$ cat src/rtl/mc_pkg.sv
// mc_pkg: shared state, opcode/funct, ALU and mux-select encodings for the multicycle controller
package mc_pkg;
  typedef enum logic [3:0] {
    S_FETCH = 4'd0, S_DECODE = 4'd1, S_MEMADDR = 4'd2, S_MEMREAD = 4'd3, S_MEMWB = 4'd4,
    S_MEMWRITE = 4'd5, S_REXEC = 4'd6, S_RWB = 4'd7, S_IEXEC = 4'd8, S_IWB = 4'd9,
    S_BRANCH = 4'd10, S_JUMP = 4'd11, S_JAL = 4'd12, S_JR = 4'd13
  } state_e;
  localparam logic [5:0] OP_RTYPE = 6'h00, OP_J = 6'h02, OP_JAL = 6'h03, OP_BEQ = 6'h04,
                         OP_BNE = 6'h05, OP_ADDI = 6'h08, OP_SLTI = 6'h0a, OP_ANDI = 6'h0c,
                         OP_ORI = 6'h0d, OP_XORI = 6'h0e, OP_LW = 6'h23, OP_SW = 6'h2b;
  localparam logic [5:0] FN_NOP = 6'h00, FN_JR = 6'h08, FN_ADD = 6'h20, FN_SUB = 6'h22,
                         FN_AND = 6'h24, FN_OR = 6'h25, FN_XOR = 6'h26, FN_NOR = 6'h27,
                         FN_SLT = 6'h2a;
  localparam logic [3:0] ALU_ADD = 4'b0000, ALU_SUB = 4'b0001, ALU_AND = 4'b0011,
                         ALU_OR = 4'b0100, ALU_NOR = 4'b0101, ALU_XOR = 4'b0110,
                         ALU_SLT = 4'b1001;
  localparam logic [1:0] DST_RT = 2'b00, DST_RD = 2'b01, DST_RA = 2'b10;
  localparam logic [1:0] M2R_ALU = 2'b00, M2R_MDR = 2'b01, M2R_PC = 2'b10;
  localparam logic [1:0] SRCB_RT = 2'b00, SRCB_FOUR = 2'b01, SRCB_IMM = 2'b10, SRCB_BR = 2'b11;
  localparam logic [1:0] PCS_ALU = 2'b00, PCS_ALUOUT = 2'b01, PCS_JUMP = 2'b10, PCS_RS = 2'b11;
  typedef struct packed {
    logic       pc_write;
    logic       iord;
    logic       mem_read;
    logic       mem_write;
    logic       ir_write;
    logic [1:0] reg_dst;
    logic [1:0] mem_to_reg;
    logic       reg_write;
    logic       alu_src_a;
    logic [1:0] alu_src_b;
    logic [3:0] alu_op;
    logic       ext_op;
    logic [1:0] pc_source;
    logic       illegal;
  } ctrl_t;
endpackage

$ cat src/rtl/multicycle_control_if.sv
// multicycle_control_if: instruction/status inputs and control outputs between controller and datapath
interface multicycle_control_if;
  logic [5:0] Opcode, Funct;
  logic       Zero, MemReady;
  logic       PCWrite, IorD, MemRead, MemWrite, IRWrite, RegWrite, ALUSrcA, ExtOp, IllegalOp;
  logic [1:0] RegDst, MemToReg, ALUSrcB, PCSource;
  logic [3:0] ALUOp, State;
  modport master (
    input  Opcode, Funct, Zero, MemReady,
    output PCWrite, IorD, MemRead, MemWrite, IRWrite, RegDst, MemToReg, RegWrite,
           ALUSrcA, ALUSrcB, ALUOp, ExtOp, PCSource, IllegalOp, State
  );
  modport slave (
    output Opcode, Funct, Zero, MemReady,
    input  PCWrite, IorD, MemRead, MemWrite, IRWrite, RegDst, MemToReg, RegWrite,
           ALUSrcA, ALUSrcB, ALUOp, ExtOp, PCSource, IllegalOp, State
  );
endinterface

$ cat src/rtl/mc_alu_decode.sv
// mc_alu_decode: maps R-type funct or I-type opcode to ALU operation and immediate extension
module mc_alu_decode
  import mc_pkg::*;
(
  input  logic [5:0] opcode,
  input  logic [5:0] funct,
  output logic [3:0] alu_op,
  output logic       ext_op,
  output logic       r_ok,
  output logic       i_ok
);
  logic [3:0] r_op, i_op;
  logic       i_ext;
  always_comb begin
    r_op = ALU_ADD;
    r_ok = 1'b1;
    case (funct)
      FN_ADD:  r_op = ALU_ADD;
      FN_SUB:  r_op = ALU_SUB;
      FN_AND:  r_op = ALU_AND;
      FN_OR:   r_op = ALU_OR;
      FN_NOR:  r_op = ALU_NOR;
      FN_XOR:  r_op = ALU_XOR;
      FN_SLT:  r_op = ALU_SLT;
      default: r_ok = 1'b0;
    endcase
    i_op  = ALU_ADD;
    i_ext = 1'b1;
    i_ok  = 1'b1;
    case (opcode)
      OP_ADDI: i_op = ALU_ADD;
      OP_ANDI: begin i_op = ALU_AND; i_ext = 1'b0; end
      OP_ORI:  begin i_op = ALU_OR;  i_ext = 1'b0; end
      OP_XORI: begin i_op = ALU_XOR; i_ext = 1'b0; end
      OP_SLTI: i_op = ALU_SLT;
      default: i_ok = 1'b0;
    endcase
  end
  assign alu_op = (opcode == OP_RTYPE) ? r_op : i_op;
  assign ext_op = (opcode == OP_RTYPE) ? 1'b0 : i_ext;
endmodule

$ cat src/rtl/multicycle_control.sv
// multicycle_control: multicycle MIPS-style control FSM driving datapath enables and mux selects
module multicycle_control
  import mc_pkg::*;
(
  input  logic               Clk,
  input  logic               Reset,
  multicycle_control_if.master bus
);
  state_e     state_q, state_d;
  logic [5:0] op_q, op_d, fn_q, fn_d, op, fn;
  logic [3:0] alu_op;
  logic       ext_op, r_ok, i_ok;
  ctrl_t      c, o;
  // DECODE sees the live instruction fields; later states use the copy latched there
  assign op = (state_q == S_DECODE) ? bus.Opcode : op_q;
  assign fn = (state_q == S_DECODE) ? bus.Funct : fn_q;
  mc_alu_decode u_dec (.opcode(op), .funct(fn), .alu_op(alu_op), .ext_op(ext_op), .r_ok(r_ok), .i_ok(i_ok));
  always_ff @(posedge Clk) begin
    if (Reset) begin
      state_q <= S_FETCH;
      op_q    <= '0;
      fn_q    <= '0;
    end else begin
      state_q <= state_d;
      op_q    <= op_d;
      fn_q    <= fn_d;
    end
  end
  always_comb begin
    state_d = S_FETCH;
    op_d    = op_q;
    fn_d    = fn_q;
    c       = '0;
    case (state_q)
      S_FETCH: begin
        c.mem_read  = 1'b1;
        c.alu_src_b = SRCB_FOUR;
        c.pc_write  = bus.MemReady;
        c.ir_write  = bus.MemReady;
        state_d     = bus.MemReady ? S_DECODE : S_FETCH;
      end
      S_DECODE: begin
        c.alu_src_b = SRCB_BR;
        op_d        = bus.Opcode;
        fn_d        = bus.Funct;
        case (bus.Opcode)
          OP_LW, OP_SW:   state_d = S_MEMADDR;
          OP_RTYPE:       state_d = (bus.Funct == FN_JR) ? S_JR : r_ok ? S_REXEC : S_FETCH;
          OP_BEQ, OP_BNE: state_d = S_BRANCH;
          OP_J:           state_d = S_JUMP;
          OP_JAL:         state_d = S_JAL;
          default:        state_d = i_ok ? S_IEXEC : S_FETCH;
        endcase
        c.illegal = (state_d == S_FETCH) && (bus.Opcode != OP_RTYPE || bus.Funct != FN_NOP);
      end
      S_MEMADDR: begin
        c.alu_src_a = 1'b1;
        c.alu_src_b = SRCB_IMM;
        c.ext_op    = 1'b1;
        state_d     = (op_q == OP_LW) ? S_MEMREAD : S_MEMWRITE;
      end
      S_MEMREAD: begin
        c.iord     = 1'b1;
        c.mem_read = 1'b1;
        state_d    = bus.MemReady ? S_MEMWB : S_MEMREAD;
      end
      S_MEMWRITE: begin
        c.iord      = 1'b1;
        c.mem_write = 1'b1;
        state_d     = bus.MemReady ? S_FETCH : S_MEMWRITE;
      end
      S_MEMWB: begin
        c.reg_write  = 1'b1;
        c.mem_to_reg = M2R_MDR;
      end
      S_REXEC: begin
        c.alu_src_a = 1'b1;
        c.alu_op    = alu_op;
        state_d     = S_RWB;
      end
      S_RWB: begin
        c.reg_write = 1'b1;
        c.reg_dst   = DST_RD;
      end
      S_IEXEC: begin
        c.alu_src_a = 1'b1;
        c.alu_src_b = SRCB_IMM;
        c.alu_op    = alu_op;
        c.ext_op    = ext_op;
        state_d     = S_IWB;
      end
      S_IWB: c.reg_write = 1'b1;
      S_BRANCH: begin
        c.alu_src_a = 1'b1;
        c.alu_op    = ALU_SUB;
        c.pc_source = PCS_ALUOUT;
        c.pc_write  = (op_q == OP_BEQ) ? bus.Zero : !bus.Zero;
      end
      S_JUMP: begin
        c.pc_write  = 1'b1;
        c.pc_source = PCS_JUMP;
      end
      S_JAL: begin
        c.pc_write   = 1'b1;
        c.pc_source  = PCS_JUMP;
        c.reg_write  = 1'b1;
        c.reg_dst    = DST_RA;
        c.mem_to_reg = M2R_PC;
      end
      S_JR: begin
        c.pc_write  = 1'b1;
        c.pc_source = PCS_RS;
      end
      default: ;
    endcase
  end
  assign o            = Reset ? '0 : c;
  assign bus.State    = Reset ? 4'd0 : state_q;
  assign bus.PCWrite  = o.pc_write;
  assign bus.IorD     = o.iord;
  assign bus.MemRead  = o.mem_read;
  assign bus.MemWrite = o.mem_write;
  assign bus.IRWrite  = o.ir_write;
  assign bus.RegDst   = o.reg_dst;
  assign bus.MemToReg = o.mem_to_reg;
  assign bus.RegWrite = o.reg_write;
  assign bus.ALUSrcA  = o.alu_src_a;
  assign bus.ALUSrcB  = o.alu_src_b;
  assign bus.ALUOp    = o.alu_op;
  assign bus.ExtOp    = o.ext_op;
  assign bus.PCSource = o.pc_source;
  assign bus.IllegalOp = o.illegal;
endmodule

$ cat src/flat_wrapper.sv
// flat-port wrapper written by rule: the top's interface ports become plain ports
module multicycle_control_flat import mc_pkg::*;
  (Clk, Reset, bus_Opcode, bus_Funct, bus_Zero, bus_MemReady, bus_PCWrite, bus_IorD, bus_MemRead, bus_MemWrite, bus_IRWrite, bus_RegDst, bus_MemToReg, bus_RegWrite, bus_ALUSrcA, bus_ALUSrcB, bus_ALUOp, bus_ExtOp, bus_PCSource, bus_IllegalOp, bus_State);
  multicycle_control_if bus_i ();
  input  logic Clk;
  input  logic Reset;
  input wire logic [$bits(bus_i.Opcode)-1:0] bus_Opcode;
  input wire logic [$bits(bus_i.Funct)-1:0] bus_Funct;
  input wire logic [$bits(bus_i.Zero)-1:0] bus_Zero;
  input wire logic [$bits(bus_i.MemReady)-1:0] bus_MemReady;
  output wire logic [$bits(bus_i.PCWrite)-1:0] bus_PCWrite;
  output wire logic [$bits(bus_i.IorD)-1:0] bus_IorD;
  output wire logic [$bits(bus_i.MemRead)-1:0] bus_MemRead;
  output wire logic [$bits(bus_i.MemWrite)-1:0] bus_MemWrite;
  output wire logic [$bits(bus_i.IRWrite)-1:0] bus_IRWrite;
  output wire logic [$bits(bus_i.RegDst)-1:0] bus_RegDst;
  output wire logic [$bits(bus_i.MemToReg)-1:0] bus_MemToReg;
  output wire logic [$bits(bus_i.RegWrite)-1:0] bus_RegWrite;
  output wire logic [$bits(bus_i.ALUSrcA)-1:0] bus_ALUSrcA;
  output wire logic [$bits(bus_i.ALUSrcB)-1:0] bus_ALUSrcB;
  output wire logic [$bits(bus_i.ALUOp)-1:0] bus_ALUOp;
  output wire logic [$bits(bus_i.ExtOp)-1:0] bus_ExtOp;
  output wire logic [$bits(bus_i.PCSource)-1:0] bus_PCSource;
  output wire logic [$bits(bus_i.IllegalOp)-1:0] bus_IllegalOp;
  output wire logic [$bits(bus_i.State)-1:0] bus_State;
  assign bus_i.Opcode = bus_Opcode;
  assign bus_i.Funct = bus_Funct;
  assign bus_i.Zero = bus_Zero;
  assign bus_i.MemReady = bus_MemReady;
  assign bus_PCWrite = bus_i.PCWrite;
  assign bus_IorD = bus_i.IorD;
  assign bus_MemRead = bus_i.MemRead;
  assign bus_MemWrite = bus_i.MemWrite;
  assign bus_IRWrite = bus_i.IRWrite;
  assign bus_RegDst = bus_i.RegDst;
  assign bus_MemToReg = bus_i.MemToReg;
  assign bus_RegWrite = bus_i.RegWrite;
  assign bus_ALUSrcA = bus_i.ALUSrcA;
  assign bus_ALUSrcB = bus_i.ALUSrcB;
  assign bus_ALUOp = bus_i.ALUOp;
  assign bus_ExtOp = bus_i.ExtOp;
  assign bus_PCSource = bus_i.PCSource;
  assign bus_IllegalOp = bus_i.IllegalOp;
  assign bus_State = bus_i.State;
  multicycle_control u_core (.Clk(Clk), .Reset(Reset), .bus(bus_i));
endmodule
$ cat config.mk
export PLATFORM = sky130hd
export DESIGN_NAME = multicycle_control_flat
export DESIGN_NICKNAME = d
export VERILOG_FILES = /design/src/rtl/mc_pkg.sv /design/src/rtl/multicycle_control_if.sv /design/src/rtl/mc_alu_decode.sv /design/src/rtl/multicycle_control.sv /design/src/flat_wrapper.sv
export SDC_FILE = /design/constraint.sdc
export NUM_CORES = 1
export LEC_CHECK = 0
export CAP_MARGIN = 20
export CORE_MARGIN = 1.5
export CORE_UTILIZATION = 50
export CTS_CLUSTER_SIZE = 12
export DETAILED_ROUTE_END_ITERATION = 10
export GPL_ROUTABILITY_DRIVEN = 0
export PLACE_DENSITY = 0.85
export SYNTH_ARGS = -nofsm -noshare
export SYNTH_HDL_FRONTEND = slang
export SYNTH_SLANG_ARGS = --single-unit
export TNS_END_PERCENT = 5
$ cat constraint.sdc
create_clock -name Clk -period 2.5 [get_ports Clk]
set_input_delay 0.25 -clock Clk [delete_from_list [all_inputs] [get_ports Clk]]
set_output_delay 0.25 -clock Clk [all_outputs]
set_load 0.005 [all_outputs]
-- Word level (Yosys, flattened, before mapping)
Cells that the tools add are included.
- register bits: 16
- input bits: 16
- output and inout bits: 25
- word-level logic and storage cells: 95
- equal/unequal tests: 34
- muxes and demuxes: 36
- reductions and logical operators: 22
- operators with widths (operator ; number):
    $eq A6 B6 Y1 const B ; 10
    $eq A6 B4 Y1 const B ; 6
    $pmux W4 S7 ; 1
    $eq A4 B4 Y1 const B ; 6
    $pmux W4 S6 ; 1
    $mux W21 ; 1
    $mux W4 ; 5
    $pmux W4 S5 ; 1
    $eq A6 B3 Y1 const B ; 3
    $eq A4 B3 Y1 const B ; 4
    $pmux W4 S4 ; 1
    $reduce_or A2 Y1 ; 7
    $mux W1 ; 13
    $eq A6 B2 Y1 const B ; 2
    $logic_not A6 Y1 ; 2
    $mux W3 ; 4
    $mux W6 ; 2
    $pmux W2 S3 ; 2
    $reduce_bool A6 Y1 ; 2
    $eq A4 B2 Y1 const B ; 2
    $logic_not A4 Y1 ; 2
    $pmux W2 S2 ; 2
    $pmux W4 S2 ; 1
    $reduce_or A4 Y1 ; 2
    other kinds (9) ; 10

-- Logic depth before layout (Yosys ltp)
- depth in word-level cells: 13
- mapped depth: 8
- depth with buffers taken out: 5

-- Cells and area by module
A second synthesis with hierarchy kept.
- cells, all modules: 209
- area, all modules: 1502.7 sq um
- by module, submodules not included (module ; times used ; cells each ; area an instance (sq um) ; seq. area each (sq um)):
    multicycle_control ; 1 ; 176 ; 1295.0 ; 320.3
    mc_alu_decode ; 1 ; 33 ; 207.7 ; 0.0

-- Worst setup path after synthesis
OpenSTA, ideal clock, no wires.
- kind: reg2out
- start: register u_core.state_q[1]
- end: output port bus_ALUOp[3]
- arrival: 1732 ps
- data required time: 2250 ps
- slack: 518 ps
- stages on the path, launching flop included: 8
- buffers on the path: 3
- path through: dfxtp_1 buf_6 or4b_1 buf_6 buf_6 nor4_2 o211ai_1 a31oi_1
- word-level cells in the longest chain between the ends: 7
- elaborated cells between the ends (all ways): 23
- classes of those cells: eq/ne (14); mux (7); reduce/logical (2)
- RTL lines (element ; RTL line ; RTL):
    start: declaration ; multicycle_control.sv:9 ; state_e state_q, state_d;
    start signal: assignment ; multicycle_control.sv:24 ; state_q <= state_d;
    $eq A4 B1 Y1 ; multicycle_control.sv:15, multicycle_control.sv:16 ;
    $mux W6 ; -- ;
    $eq A6 B6 Y1 / $eq A6 B4 Y1 (equally long branches) ; mc_alu_decode.sv:17, mc_alu_decode.sv:30 ;
    $pmux W4 S6 / $pmux W4 S4 (equally long branches) ; mc_alu_decode.sv:17, mc_alu_decode.sv:30 ;
    $mux W4 ; mc_alu_decode.sv:39 ; assign alu_op = (opcode == OP_RTYPE) ? r_op : i_op;
    $pmux W4 S2 (*) ; multicycle_control.sv:34 ; case (state_q)
    $mux W21 (*) ; multicycle_control.sv:117 ; assign o = Reset ? '0 : c;
    end: declaration ; flat_wrapper.sv:21 ; output wire logic [$bits(bus_i.ALUOp)-1:0] bus_ALUOp;
Mark *: on every way between the ends. The rest lies on a longest branch, timed or not.

-- Final worst setup path
- start: register u_core.state_q[3]
- end: output port bus_ALUOp[0]
Same word-level chain as after synthesis.

==> run summary <==
Core Box Area - 3310 um2
Layout Skew - 0.0190 ns
Power Internal - 521 uW
Synth Instances - 251
CP Capture Type - primary output
first-pass GRT wire length - 9.17 mm
placed instance count - 358
cell area after layout - 2560 um2
met1 global-route usage - 40.6%
unrepaired setup endpoints after global routing - true
Max Cap Viol - 0
startpoint types - flop
DR pass1 iterations - 5
row count - 21
WS Path Type - flop to primary output
Sink Count - 16
combinational power share - 41.5%
cell area after synthesis - 1710 um2
min cycle time layout - 2.57 ns
GRT busiest layer - met2
net switching power - 281 uW
buffer depth of the longest clock path - 2
EDFF count, synth - 0
Design Power - 802 uW
power share of the clock group - 22.7%
share of layout cells above drive strength 1 - 26.2%
H-tree Lvls - 1
post-synthesis cell type count - 56
dominant synthesized flop cell - dfxtp_1
most frequent cells in the layout - 44 x buf_4, 37 x nand2_1, 34 x clkdlybuf4s50_1, 28 x nor2_1, 23 x a21oi_1
Slew headroom - 64.5%
drt via density - 6.16
Sw Share - 35.1%
dpl ws - -0.235 ns
n_diodes - 0
GRT met3 Usage - 3.99%
yosys warns - 0
Detailed Route WL - 5.96 mm
DRC Markers - 0
Worst-Margin Slew - 0.519 ns
later-pin clock latency in the skew report - 0.30 ns
Post-DRT Antenna Nets - 0
Crit Path Max Fanout - 5
Post-Layout Cell Count - 367
P&R area growth vs syn - 49.6%
maximum vdd drop - 0.390 mV
FFs w/ async S/R, synth - 0%
fin worst setup slack - -0.0681 ns
DR vias - 2260
most common cell after layout, fill and taps aside - buf_4
total grt overflow - 0
PortBufs - 40
largest net degree at the start of global routing - 19
Hold WC Path Type - flop to flop
Post-Syn Area per Cell - 6.81 um2
WL/cell - 16.3 um
Fin Hold WS - 0.477 ns
placed inst area - 2380 um2
DRT iter0 DRCs - 279
Slowest cell on crit path - or4b_4
Nets - 338
Die W - 61.5 um
Root Buffer - clkbuf_4
Peak Freq - 389 MHz
slowest stage delay, CP - 0.56 ns
Cell Chain, Critical Path - or4b_4 -> buf_12 -> buf_6 -> a2111oi_4 -> a31oi_1 -> o211ai_1 -> a32o_1 -> buf_2
initial antenna violation count - 0
sequential fraction of the synthesis area - 18.7%
met2 GRT Util - 58.8%
Die ar. - 3780 um2
Fin Setup TNS - -0.0681 ns
required time worst endpoint - 2.25 ns
vias in the first global route - 1969
Reg power frac - 35.8%
failing checks - negative setup slack
status - finished with violations
total global-route track usage - 32.7%
final core utilization - 77.2%
Worst EP arrival - 2.32 ns
Yosys reg bits - 16
fin. max-slew vios - 0
CTS tree - built
Die H - 61.5 um
Power Density - 314 nW/um2
P_leak - 0.992 nW
Hold Vio Cnt, Final - 0
CTS Buf Count - 3
final setup fails - 1
Top Ports - 41
fin crit share - 103%
clk slew on worst S/H paths - 0.09 ns
syn nets - 267
initial core utilization - 51.6%
hpwl dp - 4.15 mm
## worst paths after layout
| kind | end | depth (start not counted) | slack, ns | from |
|---|---|---|---|---|
| worst max-delay path | bus_ALUOp[0] | 8 | -0.07 | u_core.state_q[3] |
| worst min-delay path | u_core.fn_q[4] | 2 | 0.48 | u_core.fn_q[4] |
| worst max register to register | u_core.state_q[2] | 7 | 0.47 | u_core.state_q[3] |
| worst min register to register | u_core.fn_q[4] | 2 | 0.48 | u_core.fn_q[4] |
## sequential cells by signal, indices dropped and copies added (netlist names)
signal and flops:
u_core.state_q 4, u_core.op_q 6, u_core.fn_q 6
## worst max-delay path, delay by kind of cell, from the launching register on
| family | cells | cell delay, ns |
|---|---|---|
| DFF | 1 | 0.36 |
| AOI/OAI and AO/OA | 4 | 0.73 |
| and+or+nand+nor | 1 | 0.56 |
| buffers and inverters | 3 | 0.38 |
## power by group through the flow
| stage | registers (mW) | logic [mW] | clock network, mW |
|---|---|---|---|
| after floorplan | 0.282 | 0.158 | 0 |
| final | 0.287 | 0.333 | 0.182 |
| after CTS | 0.285 | 0.311 | 0.182 |
| after global placement | 0.289 | 0.278 | 0 |
| after global routing | 0.288 | 0.358 | 0.191 |
| after detailed placement | 0.290 | 0.285 | 0 |
## synthesized netlist by cell type, drive strengths merged (2+ instances only)
master	instances	area, um2
or3b	2	17.5
o311ai	2	17.5
o21ai	9	48.8
nor3b	4	30.0
o2111ai	2	17.5
and3	9	56.3
dfxtp	16	320
nor4	5	37.5
nor4b	2	17.5
o21a	2	15.0
nor2	28	105
nand3	4	20.0
nand3b	2	15.0
inv	4	15.0
o31ai	2	20.0
a31oi	5	31.3
and2	3	18.8
nand2b	7	43.8
nor2b	10	62.6
buf	10	68.8
xor2	5	43.8
a21oi	24	120
a22o	2	17.5
mux2i	2	20.0
o211ai	2	15.0
nand2	37	139
or2	2	12.5
a32o	2	20.0
clkbuf	12	45.0
a2111oi	6	72.6
nor3	9	45.0
and3b	2	17.5
nand4b	3	26.3
## cells by family (layout without fill, tap and decap cells)
logic type                Yosys count  after routing  synth area share, %
AOI/OAI and AO/OA                  68             68                 28.2
xor gates and xnor gates            6              6                 3.07
buffers and inverters              26             96                 7.54
DFF                                16             16                 18.7
muxes                               3              3                 2.05
and+or+nand+nor                   132            132                 40.4
## final cells by class
class | instances | area, um2
fillers | 244 | 753
flip-flops and latches | 16 | 328
multi-input cells | 209 | 1370
well taps | 46 | 57.6
inverters | 4 | 15.0
repair buffers | 88 | 754
clock buffers | 4 | 36.3
## routing by layer
metal,vias to the layer above,wire (um)
li1,1062,-
met1,1009,2300
met2,164,2970
met3,25,543
met4,0,151
met5,-,0
## timing repair
item	CTS	global route
endpoints found under the setup margin	6	8
setup buffers	2	4
hold buffers	0	0
gates resized for setup	36	14
cloned	0	0
endpoints found under the hold margin	0	0
pin swaps	10	10
Power figures use the tool's default switching activity.
